===== src/rtl/keypad_scan_pkg.sv =====
// Shared count_game definitions for the keypad scanner: FSM and frame-result encodings,
// plus the matrix geometry defaults shared with the dot-matrix row driver.
package keypad_scan_pkg;

    localparam int ROWS_DEF = 4;
    localparam int COLS_DEF = 4;
    localparam int SLOT_DEF = 4;

    localparam logic [1:0] ST_IDLE    = 2'd0;
    localparam logic [1:0] ST_CAND    = 2'd1;
    localparam logic [1:0] ST_PRESSED = 2'd2;
    localparam logic [1:0] ST_REL     = 2'd3;

    localparam logic [1:0] RES_NONE  = 2'd0;
    localparam logic [1:0] RES_ONE   = 2'd1;
    localparam logic [1:0] RES_MULTI = 2'd2;

    // hits is a count of closed keys saturated at 2
    function automatic logic [1:0] frame_result(input logic [1:0] hits);
        if (hits == 2'd0)
            return RES_NONE;
        else if (hits == 2'd1)
            return RES_ONE;
        else
            return RES_MULTI;
    endfunction

endpackage


===== src/rtl/keypad_col_sync.sv =====
// Two-flop synchronizer for the raw column lines; resets to all 1 (no key closed).
module keypad_col_sync #(
    parameter int W = 4
) (
    input  logic         clk,
    input  logic         rst,
    input  logic [W-1:0] d,
    output logic [W-1:0] q
);

    logic [W-1:0] meta;

    always_ff @(posedge clk) begin
        if (!rst) begin
            meta <= '1;
            q    <= '1;
        end else begin
            meta <= d;
            q    <= meta;
        end
    end

endmodule


===== src/rtl/keypad_scan.sv =====
// Row-scanning key matrix reader with frame-level debounce and a one-cycle press strobe.
// Optional auto-repeat while a key is held is enabled with `define KEYPAD_REPEAT_EN.
module keypad_scan
    import keypad_scan_pkg::*;
#(
    parameter int ROWS         = ROWS_DEF,
    parameter int COLS         = COLS_DEF,
    parameter int SLOT         = SLOT_DEF,
    parameter int DEB_SCANS    = 2,
    parameter int REPEAT_DELAY = 32,
    parameter int REPEAT_RATE  = 8,
    localparam int CW          = $clog2(ROWS * COLS)
) (
    input  logic            clk,
    input  logic            rst,
    input  logic [COLS-1:0] col,
    output logic [ROWS-1:0] row,
    output logic [CW-1:0]   key_code,
    output logic            key_valid,
    output logic            key_held,
    output logic [1:0]      dbg_state
);

    localparam int RW = (ROWS > 1) ? $clog2(ROWS) : 1;
    localparam int SW = $clog2(SLOT);
    localparam int DW = $clog2(DEB_SCANS + 1);

    if (SLOT < 3 || DEB_SCANS < 1 || REPEAT_DELAY < 1 || REPEAT_RATE < 1) begin : g_bad_cfg
        $error("keypad_scan: invalid parameter set");
    end

    logic            run;
    logic [SW-1:0]   slot_cnt;
    logic [RW-1:0]   row_idx;
    logic [COLS-1:0] col_s;
    logic            sample;
    logic            frame_end;

    logic [1:0]      acc_hits;
    logic [CW-1:0]   acc_code;
    logic [1:0]      row_hits;
    logic [CW-1:0]   row_code;
    logic [2:0]      hit_sum;
    logic [1:0]      fr_hits;
    logic [1:0]      fr_res;

    logic [1:0]      state;
    logic [1:0]      st_n;
    logic [CW-1:0]   cand;
    logic [CW-1:0]   cand_n;
    logic [DW-1:0]   deb_cnt;
    logic [DW-1:0]   deb_n;
    logic            accept;
    logic            drop;
    logic            rep_fire;

    keypad_col_sync #(.W(COLS)) u_sync (
        .clk (clk),
        .rst (rst),
        .d   (col),
        .q   (col_s)
    );

    // run stays low for the reset cycle so the first cycle after reset drives row 0
    always_ff @(posedge clk) begin
        if (!rst) begin
            run      <= 1'b0;
            slot_cnt <= '0;
            row_idx  <= '0;
        end else if (!run) begin
            run <= 1'b1;
        end else if (slot_cnt == SW'(SLOT - 1)) begin
            slot_cnt <= '0;
            row_idx  <= (row_idx == RW'(ROWS - 1)) ? '0 : row_idx + RW'(1);
        end else begin
            slot_cnt <= slot_cnt + SW'(1);
        end
    end

    always_comb begin
        row = '1;
        if (run)
            row[row_idx] = 1'b0;
    end

    assign sample    = run && (slot_cnt == SW'(SLOT - 1));
    assign frame_end = sample && (row_idx == RW'(ROWS - 1));

    // Merge this slot's sample with the frame so far; the last active bit wins the code.
    always_comb begin
        row_hits = 2'd0;
        row_code = acc_code;
        for (int c = 0; c < COLS; c++) begin
            if (!col_s[c]) begin
                if (row_hits != 2'd2)
                    row_hits = row_hits + 2'd1;
                row_code = CW'(int'(row_idx) * COLS + c);
            end
        end
        hit_sum = {1'b0, acc_hits} + {1'b0, row_hits};
        fr_hits = (hit_sum >= 3'd2) ? 2'd2 : hit_sum[1:0];
        fr_res  = frame_result(fr_hits);
    end

    always_ff @(posedge clk) begin
        if (!rst) begin
            acc_hits <= 2'd0;
            acc_code <= '0;
        end else if (frame_end) begin
            acc_hits <= 2'd0;
        end else if (sample) begin
            acc_hits <= fr_hits;
            acc_code <= row_code;
        end
    end

    always_comb begin
        st_n   = state;
        cand_n = cand;
        deb_n  = deb_cnt;
        accept = 1'b0;
        drop   = 1'b0;
        if (frame_end) begin
            case (state)
                ST_IDLE: begin
                    if (fr_res == RES_ONE) begin
                        cand_n = row_code;
                        deb_n  = DW'(1);
                        if (DEB_SCANS == 1) begin
                            accept = 1'b1;
                            st_n   = ST_PRESSED;
                        end else begin
                            st_n = ST_CAND;
                        end
                    end
                end
                ST_CAND: begin
                    if (fr_res == RES_ONE && row_code == cand) begin
                        deb_n = deb_cnt + DW'(1);
                        if (int'(deb_cnt) + 1 >= DEB_SCANS) begin
                            accept = 1'b1;
                            st_n   = ST_PRESSED;
                        end
                    end else begin
                        st_n = ST_IDLE;
                    end
                end
                ST_PRESSED: begin
                    if (fr_res == RES_NONE) begin
                        deb_n = DW'(1);
                        if (DEB_SCANS == 1) begin
                            drop = 1'b1;
                            st_n = ST_IDLE;
                        end else begin
                            st_n = ST_REL;
                        end
                    end
                end
                default: begin
                    if (fr_res == RES_NONE) begin
                        deb_n = deb_cnt + DW'(1);
                        if (int'(deb_cnt) + 1 >= DEB_SCANS) begin
                            drop = 1'b1;
                            st_n = ST_IDLE;
                        end
                    end else begin
                        st_n = ST_PRESSED;
                    end
                end
            endcase
        end
    end

    always_ff @(posedge clk) begin
        if (!rst) begin
            state     <= ST_IDLE;
            cand      <= '0;
            deb_cnt   <= '0;
            key_code  <= '0;
            key_valid <= 1'b0;
            key_held  <= 1'b0;
        end else begin
            state     <= st_n;
            cand      <= cand_n;
            deb_cnt   <= deb_n;
            key_valid <= accept | rep_fire;
            if (accept) begin
                key_code <= row_code;
                key_held <= 1'b1;
            end else if (drop) begin
                key_held <= 1'b0;
            end
        end
    end

`ifdef KEYPAD_REPEAT_EN
    localparam int RMAX = (REPEAT_DELAY > REPEAT_RATE) ? REPEAT_DELAY : REPEAT_RATE;
    localparam int RPW  = $clog2(RMAX + 1);

    logic [RPW-1:0] rep_cnt;
    logic           rep_armed;
    logic           rep_step;

    // Only frames that start and stay in PRESSED advance the count; REL pauses it.
    assign rep_step = frame_end && (state == ST_PRESSED) && (st_n == ST_PRESSED);

    always_comb begin
        rep_fire = 1'b0;
        if (rep_step) begin
            if (!rep_armed)
                rep_fire = (int'(rep_cnt) + 1 == REPEAT_DELAY);
            else
                rep_fire = (int'(rep_cnt) + 1 == REPEAT_RATE);
        end
    end

    always_ff @(posedge clk) begin
        if (!rst) begin
            rep_cnt   <= '0;
            rep_armed <= 1'b0;
        end else if (accept || st_n == ST_IDLE) begin
            rep_cnt   <= '0;
            rep_armed <= 1'b0;
        end else if (rep_step) begin
            if (rep_fire) begin
                rep_cnt   <= '0;
                rep_armed <= 1'b1;
            end else begin
                rep_cnt <= rep_cnt + RPW'(1);
            end
        end
    end
`else
    assign rep_fire = 1'b0;
`endif

    assign dbg_state = state;

endmodule


===== config.mk =====
export PLATFORM = sky130hd
export DESIGN_NAME = keypad_scan
export DESIGN_NICKNAME = d
export VERILOG_FILES = /design/src/rtl/keypad_scan_pkg.sv /design/src/rtl/keypad_col_sync.sv /design/src/rtl/keypad_scan.sv
export SDC_FILE = /design/constraint.sdc
export NUM_CORES = 1
export LEC_CHECK = 0
export ABC_AREA = 1
export CAP_MARGIN = 20
export CORE_UTILIZATION = 56
export DETAILED_ROUTE_END_ITERATION = 8
export MAX_ROUTING_LAYER = met4
export PLACE_DENSITY = 0.81
export SYNTH_ARGS = -nofsm -noshare
export SYNTH_HDL_FRONTEND = slang
export SYNTH_SLANG_ARGS = --single-unit

===== constraint.sdc =====
create_clock -name clk -period 3.6 [get_ports clk]
set_input_delay 0.72 -clock clk [delete_from_list [all_inputs] [get_ports clk]]
set_output_delay 0.72 -clock clk [all_outputs]
set_load 0.02 [all_outputs]

==> results of run 1 <==
[sequential cells by signal (all words and copies together), names as in the netlist]
| name | count |
|---|---|
| run | 1 |
| key_valid | 1 |
| u_sync.q | 4 |
| acc_code | 4 |
| dbg_state | 2 |
| deb_cnt | 2 |
| row_idx | 2 |
| cand | 4 |
| key_code | 4 |
| acc_hits | 2 |
| u_sync.meta | 4 |
| slot_cnt | 2 |
| key_held | 1 |
[report_power, final]
group          internal, uW  switching, uW
Sequential              373           7.56
Combinational          32.6           49.6
Clock                  92.1            120
Total                   498            177
[how the worst max path moves through the flow]
stage / from / end / slack (ns) / cells after the start
after CTS: u_sync.q[0]$_SDFF_PN1_ / key_code[0]$_SDFFE_PN0P_ / 0.31 / 16
final: u_sync.q[0]$_SDFF_PN1_ / key_code[0]$_SDFFE_PN0P_ / 0.33 / 16
after floorplan: u_sync.q[0]$_SDFF_PN1_ / dbg_state[0]$_SDFFE_PN0P_ / 0.65 / 18
after global placement: u_sync.q[0]$_SDFF_PN1_ / key_code[0]$_SDFFE_PN0P_ / 0.50 / 16
after global routing: u_sync.q[0]$_SDFF_PN1_ / dbg_state[1]$_SDFFE_PN0P_ / 0.01 / 18
after detailed placement: u_sync.q[0]$_SDFF_PN1_ / dbg_state[1]$_SDFFE_PN0P_ / 0.34 / 18
[layer usage]
layer  share of wire  vias to the layer above  track usage
li1                -                      761            -
met2            0.48                       21        0.373
met5               0                        -            -
met1            0.47                      689        0.249
met4           0.018                        0        0.105
met3           0.035                        7       0.0637
[layout make-up]
type,instances,area (sq um),share of cell area
sequential,33,661,0.323
clock buffer,7,55.1,0.0269
timing repair buffer,17,170,0.0832
inverter,38,143,0.0698
tap,44,55.1,0.0269
multi-input combinational,152,961,0.470
[critical path, cell delays in order (launching register included)]
cell	delay, ns
dfxtp_1	0.48
inv_1	0.09
ha_1	0.29
mux2i_1	0.20
ha_1	0.18
nor2_1	0.04
a21oi_1	0.13
ha_1	0.15
inv_1	0.04
fa_1	0.49
nand3_1	0.17
nor2_1	0.20
nand3_2	0.12
a21oi_4	0.21
nand3_4	0.16
o21ai_1	0.15
a21oi_1	0.06
[synth_stat cells, types with 3 or more instances]
cell type	number
nand2_2	7
o21ai_1	5
or2_2	8
inv_1	37
ha_1	15
o21ai_0	16
nand3_2	4
nand3_1	9
nand2_4	3
nand2_1	28
nor2_1	22
a21oi_1	18
dfxtp_1	33
[kinds of logic after synthesis]
group                    after synthesis
adder cells (fa/ha/maj)               16
multiplexers                           1
flip-flops                            33
buffers and inverters                 41
AND/OR/NAND/NOR                       90
AO/OA/AOI/OAI                         45
[stage by stage]
| stage | util | hold WS, ns | cells | instance area [sq um] | total power [uW] |
|---|---|---|---|---|---|
| floorplan | - | 0.393 | 226 | 1780 | 452 |
| global placement | 0.657 | 0.395 | 284 | 1990 | 470 |
| detailed placement | 0.657 | 0.400 | 284 | 1990 | 472 |
| CTS | 0.675 | 0.422 | 291 | 2040 | 681 |
| global route | 0.675 | 0.444 | 291 | 2040 | 707 |
| finish | 0.675 | 0.419 | 291 | 2040 | 675 |
==> out/qor.csv, run 1 <==
metric,value,unit
grt_pass1_wl,5630,microns
min_from,u_sync.meta[2]$_SDFF_PN1_,
numCtsBuffers,5,
diodes,0,
layout_common_cells,"37 x inv_1, 33 x dfxtp_1, 28 x nand2_1",
num_io_pins,18,
syn_to_final_growth,14.6,%
hold_path_depth,1,
synth_cell_type_count,33,
synth_top_family_by_area,simple AND/OR/NAND/NOR gates,
cts_tree,yes,
cts_resized,0,
drtIter0Drc,21,
layout_commonest_cell,inv_1,
cp.arrival,3.49,ns
hpwl,2370,microns
vias,1478,
required,3.83,ns
drv_cap,0,
drc_errors,0,
grt_pass1_vias,1418,
die_w,58.4,microns
fp.coreArea,3030,sq um
relSlewSlack,0.564,
htree_num_levels,2,
yosys.area_share.adder,0.116,
nets,269,
muxShareOfSynthArea,0.00561,
n_fill_cell,254,
fin_crit,3.27,ns
regToRegEndpoint,key_code[0]$_SDFFE_PN0P_,
dieArea,3420,sq um
crit_type,reg2reg,
status,finished clean,
rsz0062_at_grt,false,
cts_root_buf,clkbuf_4,
syn_area_per_cell,7.89,sq um
grt_usage,0.224,
ys_ff_latch,33,
r2r_cells,16,
numPortBuffers,17,
synth-edff-count,0,
setup_violations,0,
first_pass_iters,4,
fmax,306,MHz
r2r_setup_slack,0.33,ns
holdBufCountCts,0,
powerDensity,330,nW/um^2
grt-ovfl-total,0,
clockBufferDepth,2,
start_util,0.589,
fp.dieH,58.4,microns
postCtsSetupBuffers,0,
clk_pin_slew_worst_paths,0.09,ns
p_leak,0.000878,uW
synthSimpleGateAreaFrac,0.274,
wl,3210,microns
worstHoldPathType,reg2reg,
wl_per_cell,11.0,microns
finalHoldViolCount,0,
place_congestion,0.800,
synthXorXnorAreaFrac,0,
skew,0.0127,ns
reg2reg_from,u_sync.q[0]$_SDFF_PN1_,
setup_tns,0,ns
syn-instance-count,226,
yosysSeqAreaShare,0.370,
detail-route-antenna-nets,0,
end_kind,register,
syn-num-nets,248,
drive_gt1_frac,0.154,
ir_worst_vdd,292,uV
min_period_over_period,0.908,
tightest_slew,0.652,ns
worstPathMaxFanout,10,
yosysTopAreaCellShare,0.370,
synth_area_leaders,"dfxtp_1 37%, ha_1 11%, inv_1 7.8%",
synthFlopType,dfxtp_1,
clkLatencyLatePin,0.34,ns
synthArstFlopShare,0,
min_to,u_sync.q[2]$_SDFF_PN1_,
synth_top_area_cell,dfxtp_1,
synth_compound_area_frac,0.142,
startpoint_type,register,
antenna_found_initial,0,
synthesis.area,1780,sq um
yosys_warnings,0,
rows,20,
numClockSinks,33,
setup_ws,0.333,ns
viasPerCell,5.08,
dp_slack,0.335,ns
grt_max_degree,20,
slew_violations,0,
(Power assumes the default switching activity.)
==> run 2: changes to the inputs <==
Settings changed: GPL_TIMING_DRIVEN set to 1.
==> results of run 2 <==
The final DEF is identical to that of run 1; final timing and power are the same.
==> run 3: changes to the inputs <==
Settings changed: SLEW_MARGIN set to 5.
==> results of run 3 <==
The final DEF is identical to that of run 1; final timing and power are the same.
==> edit: new RTL, flow settings as in run 1 <==
The option `KEYPAD_REPEAT_EN` is turned on by a define.
--- a/src/rtl/keypad_scan.sv
+++ b/src/rtl/keypad_scan.sv
@@ -1,4 +1,6 @@
 // Row-scanning key matrix reader with frame-level debounce and a one-cycle press strobe.
 // Optional auto-repeat while a key is held is enabled with `define KEYPAD_REPEAT_EN.
+`define KEYPAD_REPEAT_EN
+
 module keypad_scan
     import keypad_scan_pkg::*;
Formal check against the unedited RTL: no difference found for any inputs over 10 cycles, from zero or initial values and one cycle with rst low; that may be too few to reach the edited logic, so the function may still have changed.
==> edit against run 1 <==
First-iteration DRC count rose to 2.5 times the old value; sequential cell count up 7; setup slack better by 0.81 ps; cell count up 23%; wire length up 25%; power up 26%; global-route usage up 0.99 points; final area up 20%; clock skew down 6.7 ps; sequential share of layout area up 0.32 points; worst hold slack worse by 5.3 ps; area after synthesis up 20%.
==> edit: results (changes against run 1) <==
synth unique cells: 29 (was 33)
worst-case reg-to-reg path depth: 19 (was 16)
most frequent cell after synthesis: nand2_1 (was inv_1)
WHS Endpoint: u_sync.q[1]$_SDFF_PN1_ (was u_sync.q[2]$_SDFF_PN1_)
hold_sp: u_sync.meta[1]$_SDFF_PN1_ (was u_sync.meta[2]$_SDFF_PN1_)
Synth area leaders: dfxtp_1 (37%), nand2_1 (9.6%), inv_1 (8.4%) (was dfxtp_1 (37%), ha_1 (11%), inv_1 (7.8%))
multi-input combinational cell area: 1132 sq um (was 960.9 sq um)
first-pass GRT wire length: 7.217 mm (was 5.630 mm)
Worst path max stage delay: 470 ps (was 490 ps)
Worst EP arrival: 3510 ps (was 3490 ps)
post-synthesis adder-cell area fraction: 8.528% (was 11.64%)
clock latency on the worst-skew pair: 290 ps (was 340 ps)
mux contribution to synthesized area: 0.4673% (was 0.5610%)
Buffers, non-clock: 18 (was 17)
sequential cell area share: 32.64% (was 32.31%)
Post-synth top cells: nand2_1 (55), inv_1 (48), dfxtp_1 (40), o21ai_0 (22), a21oi_1 (20) (was inv_1 (37), dfxtp_1 (33), nand2_1 (28), nor2_1 (22), a21oi_1 (18))
routed wire length: 4.022 mm (was 3.208 mm)
Post-Syn Instances: 287 (was 226)
clock network area share: 3.819% (was 2.693%)
GR Util All Layers: 23.42% (was 22.43%)
register area share after synthesis: 37.38% (was 37.03%)
met1 WL: 1.907 mm (was 1.501 mm)
wire length on met3: 124 microns (was 112 microns)
number of global-route vias before repair: 1664 (was 1418)
root buf cell: clkbuf_8 (was clkbuf_4)
reg-to-reg startpoint: u_sync.q[1]$_SDFF_PN1_ (was u_sync.q[0]$_SDFF_PN1_)
status: finished, final reports clean (unchanged)
clock-pin slew on the worst setup and hold paths: 70 ps (was 90 ps)
Post-Synth XOR/XNOR Area: 2.044% (was 0%)
Critical path destination: rep_cnt[1]$_SDFFE_PP0P_ (was key_code[0]$_SDFFE_PN0P_)
clock sinks: 40 (was 33)
met2 wire len: 1.928 mm (was 1.537 mm)
fin cells: 357 (was 291)
# nets final: 328 (was 269)
crit-path max FO: 9 (was 10)
## edit: changes by cell type in the layout (fill, tap and decap cells not counted), moves of 3 or more
cell and delta:
inv_1 +11, xor2_1 +3, a31oi_1 +4, o21ai_1 -5
nor2_1 -5, dfxtp_1 +6, clkbuf_4 -5, nand2_1 +27
o21ai_0 +6, nand3_1 +9, clkbuf_8 +5
## edit: through the flow
stage / setup WS [ps] / hold WS (ps) / cell area, sq um / power [mW]
after CTS: 209.1 / 417.8 / 2454 / 0.8540
after detailed placement: 280.1 / 400.6 / 2360 / 0.5523
final: 333.4 / 414.1 / 2457 / 0.8483
after global placement: 405.1 / 393.8 / 2360 / 0.5494
after global routing: 9.535 / 432.9 / 2457 / 0.8858
after floorplan: 611.1 / 392.5 / 2142 / 0.5294
## edit: power groups by stage
stage,Sequential (mW),Clock (mW),Combinational [mW]
floorplan,0.466,0,0.0633
global placement,0.469,0,0.0803
detailed placement,0.470,0,0.0826
CTS,0.459,0.311,0.0835
global route,0.461,0.330,0.0944
finish,0.459,0.305,0.0838
